File: config.mk
export PLATFORM = sky130hd
export DESIGN_NAME = vga_fb_arbiter
export DESIGN_NICKNAME = d
export VERILOG_FILES = /design/src/rtl/vga_fb_arbiter_pkg.sv /design/src/rtl/vga_fb_arbiter_sync_fifo.sv /design/src/rtl/vga_fb_arbiter.sv
export SDC_FILE = /design/constraint.sdc
export NUM_CORES = 1
export LEC_CHECK = 0
export ABC_AREA = 0
export BUFFER_PORTS_ARGS = -buffer_cell sky130_fd_sc_hd__buf_2
export CAP_MARGIN = 0
export CORE_UTILIZATION = 35
export CTS_CLUSTER_SIZE = 16
export DETAILED_ROUTE_END_ITERATION = 7
export HOLD_SLACK_MARGIN = 0.06
export PLACE_DENSITY = 0.52
export SYNTH_ARGS = -nofsm -noshare
export SYNTH_HDL_FRONTEND = slang
export SYNTH_SLANG_ARGS = --single-unit
export TNS_END_PERCENT = 100
File: constraint.sdc
create_clock -name clk_i -period 2.7 [get_ports clk_i]
set_input_delay 0.405 -clock clk_i [delete_from_list [all_inputs] [get_ports clk_i]]
set_output_delay 0.405 -clock clk_i [all_outputs]
set_load 0.1 [all_outputs]
File: src/rtl/vga_fb_arbiter_pkg.sv
// vga_fb_arbiter_pkg
// Shared display timing constants, arbiter state type and small helpers used
// by the framebuffer arbiter. No ports; import with vga_fb_arbiter_pkg::*.
package vga_fb_arbiter_pkg;

    localparam int H_VISIBLE = 640;
    localparam int H_TOTAL   = 800;
    localparam int V_VISIBLE = 480;
    localparam int V_TOTAL   = 525;
    // Writes must stop this many columns before the next visible pixel so the
    // last WRITE is followed by TURN before the first READ.
    localparam int WR_GUARD  = 3;

    typedef enum logic [1:0] {
        ST_IDLE  = 2'd0,
        ST_READ  = 2'd1,
        ST_WRITE = 2'd2,
        ST_TURN  = 2'd3
    } arb_state_e;

    // row*640 + col as two shifts and an add; 20 bits covers any 10-bit row/col.
    function automatic logic [19:0] pix_addr(input logic [9:0] row, input logic [9:0] col);
        return ({10'd0, row} << 9) + ({10'd0, row} << 7) + {10'd0, col};
    endfunction

    // True when a write issued next cycle still leaves room for TURN before
    // the next visible pixel.
    function automatic logic wr_window(input logic [9:0] row, input logic [9:0] col);
        logic ok;
        if (row < 10'(V_VISIBLE))
            ok = (col >= 10'(H_VISIBLE)) && (col < 10'(H_TOTAL - WR_GUARD));
        else
            ok = !((row == 10'(V_TOTAL - 1)) && (col >= 10'(H_TOTAL - WR_GUARD)));
        return ok;
    endfunction

endpackage

File: src/rtl/vga_fb_arbiter_sync_fifo.sv
// sync_fifo
// Single-clock FIFO with full/empty flags. Push is ignored when full, pop is
// ignored when empty. Reset discards contents by clearing pointers/count.
// Ports: clk_i, reset_ni (async low), push_i/data_i, pop_i/data_o (head),
//        full_o, empty_o. DEPTH must be a power of 2, at least 2.
module sync_fifo #(
    parameter int WIDTH = 31,
    parameter int DEPTH = 4
) (
    input  logic             clk_i,
    input  logic             reset_ni,
    input  logic             push_i,
    input  logic [WIDTH-1:0] data_i,
    input  logic             pop_i,
    output logic [WIDTH-1:0] data_o,
    output logic             full_o,
    output logic             empty_o
);
    localparam int AW = $clog2(DEPTH);

    logic [WIDTH-1:0] mem_q [DEPTH];
    logic [AW-1:0]    wptr_q, rptr_q;
    logic [AW:0]      cnt_q;
    logic             do_push, do_pop;

    assign full_o  = (cnt_q == (AW+1)'(DEPTH));
    assign empty_o = (cnt_q == '0);
    assign do_push = push_i && !full_o;
    assign do_pop  = pop_i && !empty_o;
    assign data_o  = mem_q[rptr_q];

    always_ff @(posedge clk_i or negedge reset_ni) begin
        if (!reset_ni) begin
            wptr_q <= '0;
            rptr_q <= '0;
            cnt_q  <= '0;
        end else begin
            if (do_push) wptr_q <= wptr_q + 1'b1;
            if (do_pop)  rptr_q <= rptr_q + 1'b1;
            if (do_push && !do_pop)      cnt_q <= cnt_q + 1'b1;
            else if (do_pop && !do_push) cnt_q <= cnt_q - 1'b1;
        end
    end

    // Storage needs no reset; pointers define what is valid.
    always_ff @(posedge clk_i) begin
        if (do_push) mem_q[wptr_q] <= data_i;
    end

endmodule

File: src/rtl/vga_fb_arbiter.sv
// vga_fb_arbiter
// Shares one async SRAM between display reads (always win while visible) and
// buffered host writes drained in blanking, with a TURN cycle after the last
// write. Emits pixel data with visible/hsync/vsync delayed 2 cycles.
// Ports: clk_i, reset_ni (async low); vga_* timing inputs; wr_valid_i/
//        wr_ready_o/wr_addr_i/wr_data_i host writes; sram_* bus (registered);
//        pix_* aligned pixel stream.
module vga_fb_arbiter
    import vga_fb_arbiter_pkg::*;
#(
    parameter int ADDR_WIDTH = 19,
    parameter int DATA_WIDTH = 12,
    parameter int FIFO_DEPTH = 4
) (
    input  logic                  clk_i,
    input  logic                  reset_ni,
    input  logic                  vga_visible_i,
    input  logic                  vga_hsync_i,
    input  logic                  vga_vsync_i,
    input  logic [9:0]            vga_column_i,
    input  logic [9:0]            vga_row_i,
    input  logic                  wr_valid_i,
    output logic                  wr_ready_o,
    input  logic [ADDR_WIDTH-1:0] wr_addr_i,
    input  logic [DATA_WIDTH-1:0] wr_data_i,
    output logic [ADDR_WIDTH-1:0] sram_addr_o,
    output logic [DATA_WIDTH-1:0] sram_data_o,
    input  logic [DATA_WIDTH-1:0] sram_data_i,
    output logic                  sram_we_n_o,
    output logic                  sram_oe_n_o,
    output logic                  sram_data_oe_o,
    output logic                  pix_visible_o,
    output logic                  pix_hsync_o,
    output logic                  pix_vsync_o,
    output logic [DATA_WIDTH-1:0] pix_data_o
);
    localparam int FW = ADDR_WIDTH + DATA_WIDTH;

    arb_state_e            state_q, state_d;
    logic                  fifo_full, fifo_empty;
    logic [FW-1:0]         fifo_head;
    logic [ADDR_WIDTH-1:0] head_addr, disp_addr, sram_addr_q;
    logic [DATA_WIDTH-1:0] head_data, sram_data_q, pix_data_q;
    logic                  we_n_q, oe_n_q, data_oe_q;
    logic [1:0]            vis_pipe_q, hs_pipe_q, vs_pipe_q;

    assign wr_ready_o = !fifo_full;
    assign {head_addr, head_data} = fifo_head;
    assign disp_addr = ADDR_WIDTH'(pix_addr(vga_row_i, vga_column_i));

    sync_fifo #(.WIDTH(FW), .DEPTH(FIFO_DEPTH)) u_fifo (
        .clk_i   (clk_i),
        .reset_ni(reset_ni),
        .push_i  (wr_valid_i && wr_ready_o),
        .data_i  ({wr_addr_i, wr_data_i}),
        .pop_i   (state_d == ST_WRITE),
        .data_o  (fifo_head),
        .full_o  (fifo_full),
        .empty_o (fifo_empty)
    );

    always_comb begin
        state_d = ST_IDLE;
        if (vga_visible_i)
            state_d = ST_READ;
        else if (!fifo_empty && wr_window(vga_row_i, vga_column_i))
            state_d = ST_WRITE;
        else if (state_q == ST_WRITE)
            state_d = ST_TURN;
    end

    // Bus strobes are registered from the next state so the SRAM sees a clean
    // cycle-aligned address/strobe pair.
    always_ff @(posedge clk_i or negedge reset_ni) begin
        if (!reset_ni) begin
            state_q     <= ST_IDLE;
            we_n_q      <= 1'b1;
            oe_n_q      <= 1'b1;
            data_oe_q   <= 1'b0;
            sram_addr_q <= '0;
            sram_data_q <= '0;
            pix_data_q  <= '0;
            vis_pipe_q  <= 2'b00;
            hs_pipe_q   <= 2'b11;
            vs_pipe_q   <= 2'b11;
        end else begin
            state_q   <= state_d;
            we_n_q    <= (state_d != ST_WRITE);
            oe_n_q    <= (state_d != ST_READ);
            data_oe_q <= (state_d == ST_WRITE);
            if (state_d == ST_READ) begin
                sram_addr_q <= disp_addr;
            end else if (state_d == ST_WRITE) begin
                sram_addr_q <= head_addr;
                sram_data_q <= head_data;
            end
            vis_pipe_q <= {vis_pipe_q[0], vga_visible_i};
            hs_pipe_q  <= {hs_pipe_q[0],  vga_hsync_i};
            vs_pipe_q  <= {vs_pipe_q[0],  vga_vsync_i};
            // vis_pipe_q[0] marks the cycle whose READ is on the bus now.
            pix_data_q <= vis_pipe_q[0] ? sram_data_i : '0;
        end
    end

    assign sram_addr_o    = sram_addr_q;
    assign sram_data_o    = sram_data_q;
    assign sram_we_n_o    = we_n_q;
    assign sram_oe_n_o    = oe_n_q;
    assign sram_data_oe_o = data_oe_q;
    assign pix_visible_o  = vis_pipe_q[1];
    assign pix_hsync_o    = hs_pipe_q[1];
    assign pix_vsync_o    = vs_pipe_q[1];
    assign pix_data_o     = pix_data_q;

endmodule

==> results.py <==
metrics = {
    "floorplan": {
        "core_sq_um": 21100,
        "initial_core_util_pct": 35.9,
        "io_pins": 119,
        "rows": 53,
        "design.die.area_sq_um": 22200,
        "die_x_um": 149,
        "die_h_um": 149,
    },
    "place": {
        "numPortBuffers": 118,
        "pre_cts_slack_ns": -0.317,
        "dp_hpwl_um": 11300,
        "gp_congestion": 0.823,
        "placed_area_sq_um": 8820,
    },
    "timing": {
        "min_period_ns": 2.55,
        "maxSlewHeadroom_pct": 60.3,
        "setup_slack_ns": 0.148,
        "rsz0062_at_grt": "no",
        "tightest_slew_ns": 0.596,
        "finalClockSkew_ns": 0.0120,
        "report.final.slew_viol_count": 0,
        "hold_viol_final": 0,
        "period_share_pct": 94.5,
        "final-setup-viol-count": 0,
        "whs_ns": 0.179,
        "maxClockFrequency_ghz": 0.392,
    },
    "run_status": {
        "status": "finished clean",
    },
    "detailed_routing": {
        "routed-via-count": 4342,
        "wirelength_um": 16100,
        "drc": 0,
        "route.detailed.wl_per_inst_um": 18.1,
        "drt_iter0_drc": 238,
        "avgViaCountPerCell": 4.90,
        "drt_pass1_iterations": 6,
        "ant_nets": 0,
    },
    "synth": {
        "synth_compound_area_share_pct": 4.82,
        "synth_simple_gate_area_share_pct": 4.53,
        "synth_seq_cells": 185,
        "synth_ff_type": "edfxtp_1",
        "syn_area_sq_um": 7570,
        "synth.most_common_cell": "edfxtp_1",
        "synth_edf_count": 124,
        "synth.area.top_cells": "edfxtp_1 (49%), dfrtp_1 (18%), mux4_2 (8.9%)",
        "synth_warnings": 0,
        "async_reset_ff_share_pct": 33.0,
        "synth_top_area_share_pct": 49.2,
        "syn-instance-count": 428,
        "yosysTopAreaCell": "edfxtp_1",
        "synth.mux.area_fraction_pct": 13.4,
        "synth_fa_ha_area_share_pct": 5.25,
        "seq_area_frac_synth_pct": 69.4,
        "ys_types": 51,
        "synthTopCellsByCount": "edfxtp_1 (124), dfrtp_1 (55), mux4_2 (30), ha_1 (27), nand2_1 (23)",
        "synth_top_family_by_area": "multiplexers",
        "syn_avg_cell_area_sq_um": 17.7,
        "syn_nets": 527,
        "synth_xor_area_share_pct": 1.16,
    },
    "setup_path": {
        "startpoint_type": "register",
        "crit_fanout": 4,
        "endpoint_kind": "register",
        "worstPathArrival_ns": 2.89,
        "cp.required_ns": 3.04,
        "worstSetupPathType": "register to register",
    },
    "power": {
        "clkPwrFrac_pct": 21.9,
        "comb_power_share_pct": 40.7,
        "leakage_nw": 3.82,
        "intPower_w": 0.00630,
        "powerDensity_nw_per_um2": 1160,
        "switchingPower_w": 0.00462,
        "p_seq_share_pct": 37.4,
        "ir_drop_v": 0.000572,
        "p_sw_share_pct": 42.3,
    },
    "clock_tree": {
        "cts_root_buffer": "clkbuf_16",
        "clockBufferDepth": 2,
        "cts_tree": "yes",
        "clk_latency_ns": 0.43,
        "path_clk_slew_ns": 0.07,
        "clkSinkCount": 185,
        "numCtsBuffers": 17,
        "htree_num_levels": 4,
    },
    "final_layout": {
        "nets": 698,
        "drive_above_1_share_pct": 42.8,
        "final_area_sq_um": 9430,
        "syn2layout_area_growth_pct": 24.5,
        "diodes": 0,
    },
    "grt": {
        "grt_use_total_pct": 15.5,
        "grt_max_degree": 32,
        "grt-ovfl-total": 0,
        "grt_pass1_wl_um": 25300,
        "antenna_found_initial": 3,
        "grt_pass1_vias": 4642,
    },
    "flow_run": {
        "cap_violations": 0,
    },
    "min_path": {
        "hp-class": "input port to register",
    },
}
## final timing paths
kind	depth (start not counted)	to	startpoint	slack [ns]
min in group asynchronous	2	pix_data_o[9]	reset_ni	0.51
max reg2reg	11	u_fifo.cnt_q[2]	u_fifo.cnt_q[2]	0.15
min	1	vis_pipe_q[0]	vga_visible_i	0.18
max	11	u_fifo.cnt_q[2]	u_fifo.cnt_q[2]	0.15
max in group asynchronous	3	hs_pipe_q[1]	reset_ni	1.40
min reg2reg	0	vs_pipe_q[1]	vs_pipe_q[0]	0.36
## worst max-delay path, stage by stage, from the launching register on
cell and delay (ns):
dfrtp_1 0.41, or3_4 0.42, o21ai_2 0.10, a21oi_1 0.12
ha_1 0.22, nand2_1 0.09, ha_1 0.18, inv_1 0.06
fa_1 0.38, xor2_1 0.16, nor2_1 0.13, xor2_1 0.20
## metal layers
metal / up-vias / track usage [%] / share of wire (%)
met5: - / 0 / 0.16
met4: 4 / 4.90 / 1.0
met3: 18 / 4.01 / 5.2
met2: 109 / 26.3 / 50
met1: 2199 / 19.2 / 43
li1: 2012 / - / -
## layout by cell type (no fill, tap or decap), types with 4 or more instances in the layout
| cell | synthesis | routed |
|---|---|---|
| mux2_2 | 16 | 16 |
| nand2_1 | 23 | 23 |
| dfrtp_1 | 55 | 54 |
| ha_1 | 27 | 27 |
| mux2i_1 | 12 | 12 |
| and3_2 | 0 | 4 |
| edfxtp_1 | 124 | 124 |
| clkbuf_16 | 0 | 17 |
| mux4_2 | 30 | 30 |
| dfstp_2 | 6 | 6 |
| buf_4 | 1 | 43 |
| inv_8 | 0 | 4 |
| xor2_1 | 5 | 5 |
| xnor2_1 | 5 | 5 |
| nor2_1 | 7 | 7 |
| and2_1 | 13 | 13 |
| a21o_1 | 5 | 5 |
| buf_2 | 4 | 118 |
| a21oi_1 | 11 | 11 |
| o21ai_0 | 20 | 19 |
| inv_1 | 7 | 7 |
| inv_6 | 0 | 5 |
## registers in the layout, summed over array words and instances, names as in the netlist, 3 cells and up
signal        count
u_fifo.mem_q    124
sram_addr_o      19
pix_data_o       12
sram_data_o      12
u_fifo.cnt_q      3
## kinds of logic after synthesis
family,after synthesis
DFF,185
and+or+nand+nor,66
AOI/OAI and AO/OA,55
muxes,60
buffers and inverters,22
xor gates and xnor gates,10
adders and majority gates,30
## power groups by stage
stage                     Clock [W]  Combinational [W]  Sequential (W)
final                       0.00239            0.00444         0.00408
after global routing        0.00257            0.00470         0.00417
after CTS                   0.00248            0.00450         0.00410
after detailed placement          0            0.00448         0.00416
after global placement            0            0.00445         0.00413
after floorplan                   0            0.00164         0.00587
## layout make-up
type                       instances  area, sq um
inverter                           7         26.3
multi-input combinational        221         2220
timing repair buffer             167         1000
clock buffer                      17          425
tap                              275          344
sequential                       185         5260
clock inverter                    15          151
fill                            1935        11700
## stage by stage
stage | power [W] | TNS [ns] | instances | util, %
after detailed placement | 0.00864 | -0.755 | 852 | 41.8
after CTS | 0.0111 | 0 | 887 | 44.7
after floorplan | 0.00751 | 0 | 428 | -
final | 0.0109 | 0 | 887 | 44.7
after global routing | 0.0114 | 0 | 887 | 44.7
after global placement | 0.00858 | -0.525 | 852 | 41.8
## repair_timing
| item | in CTS | in global routing |
|---|---|---|
| setup endpoints to repair | 1 | 1 |
| resized for setup | 1 | 2 |
| endpoints found under the hold margin | 25 | 0 |
| hold buffers | 3 | 0 |
| setup buffers | 0 | 0 |
(Power assumes the default switching activity.)
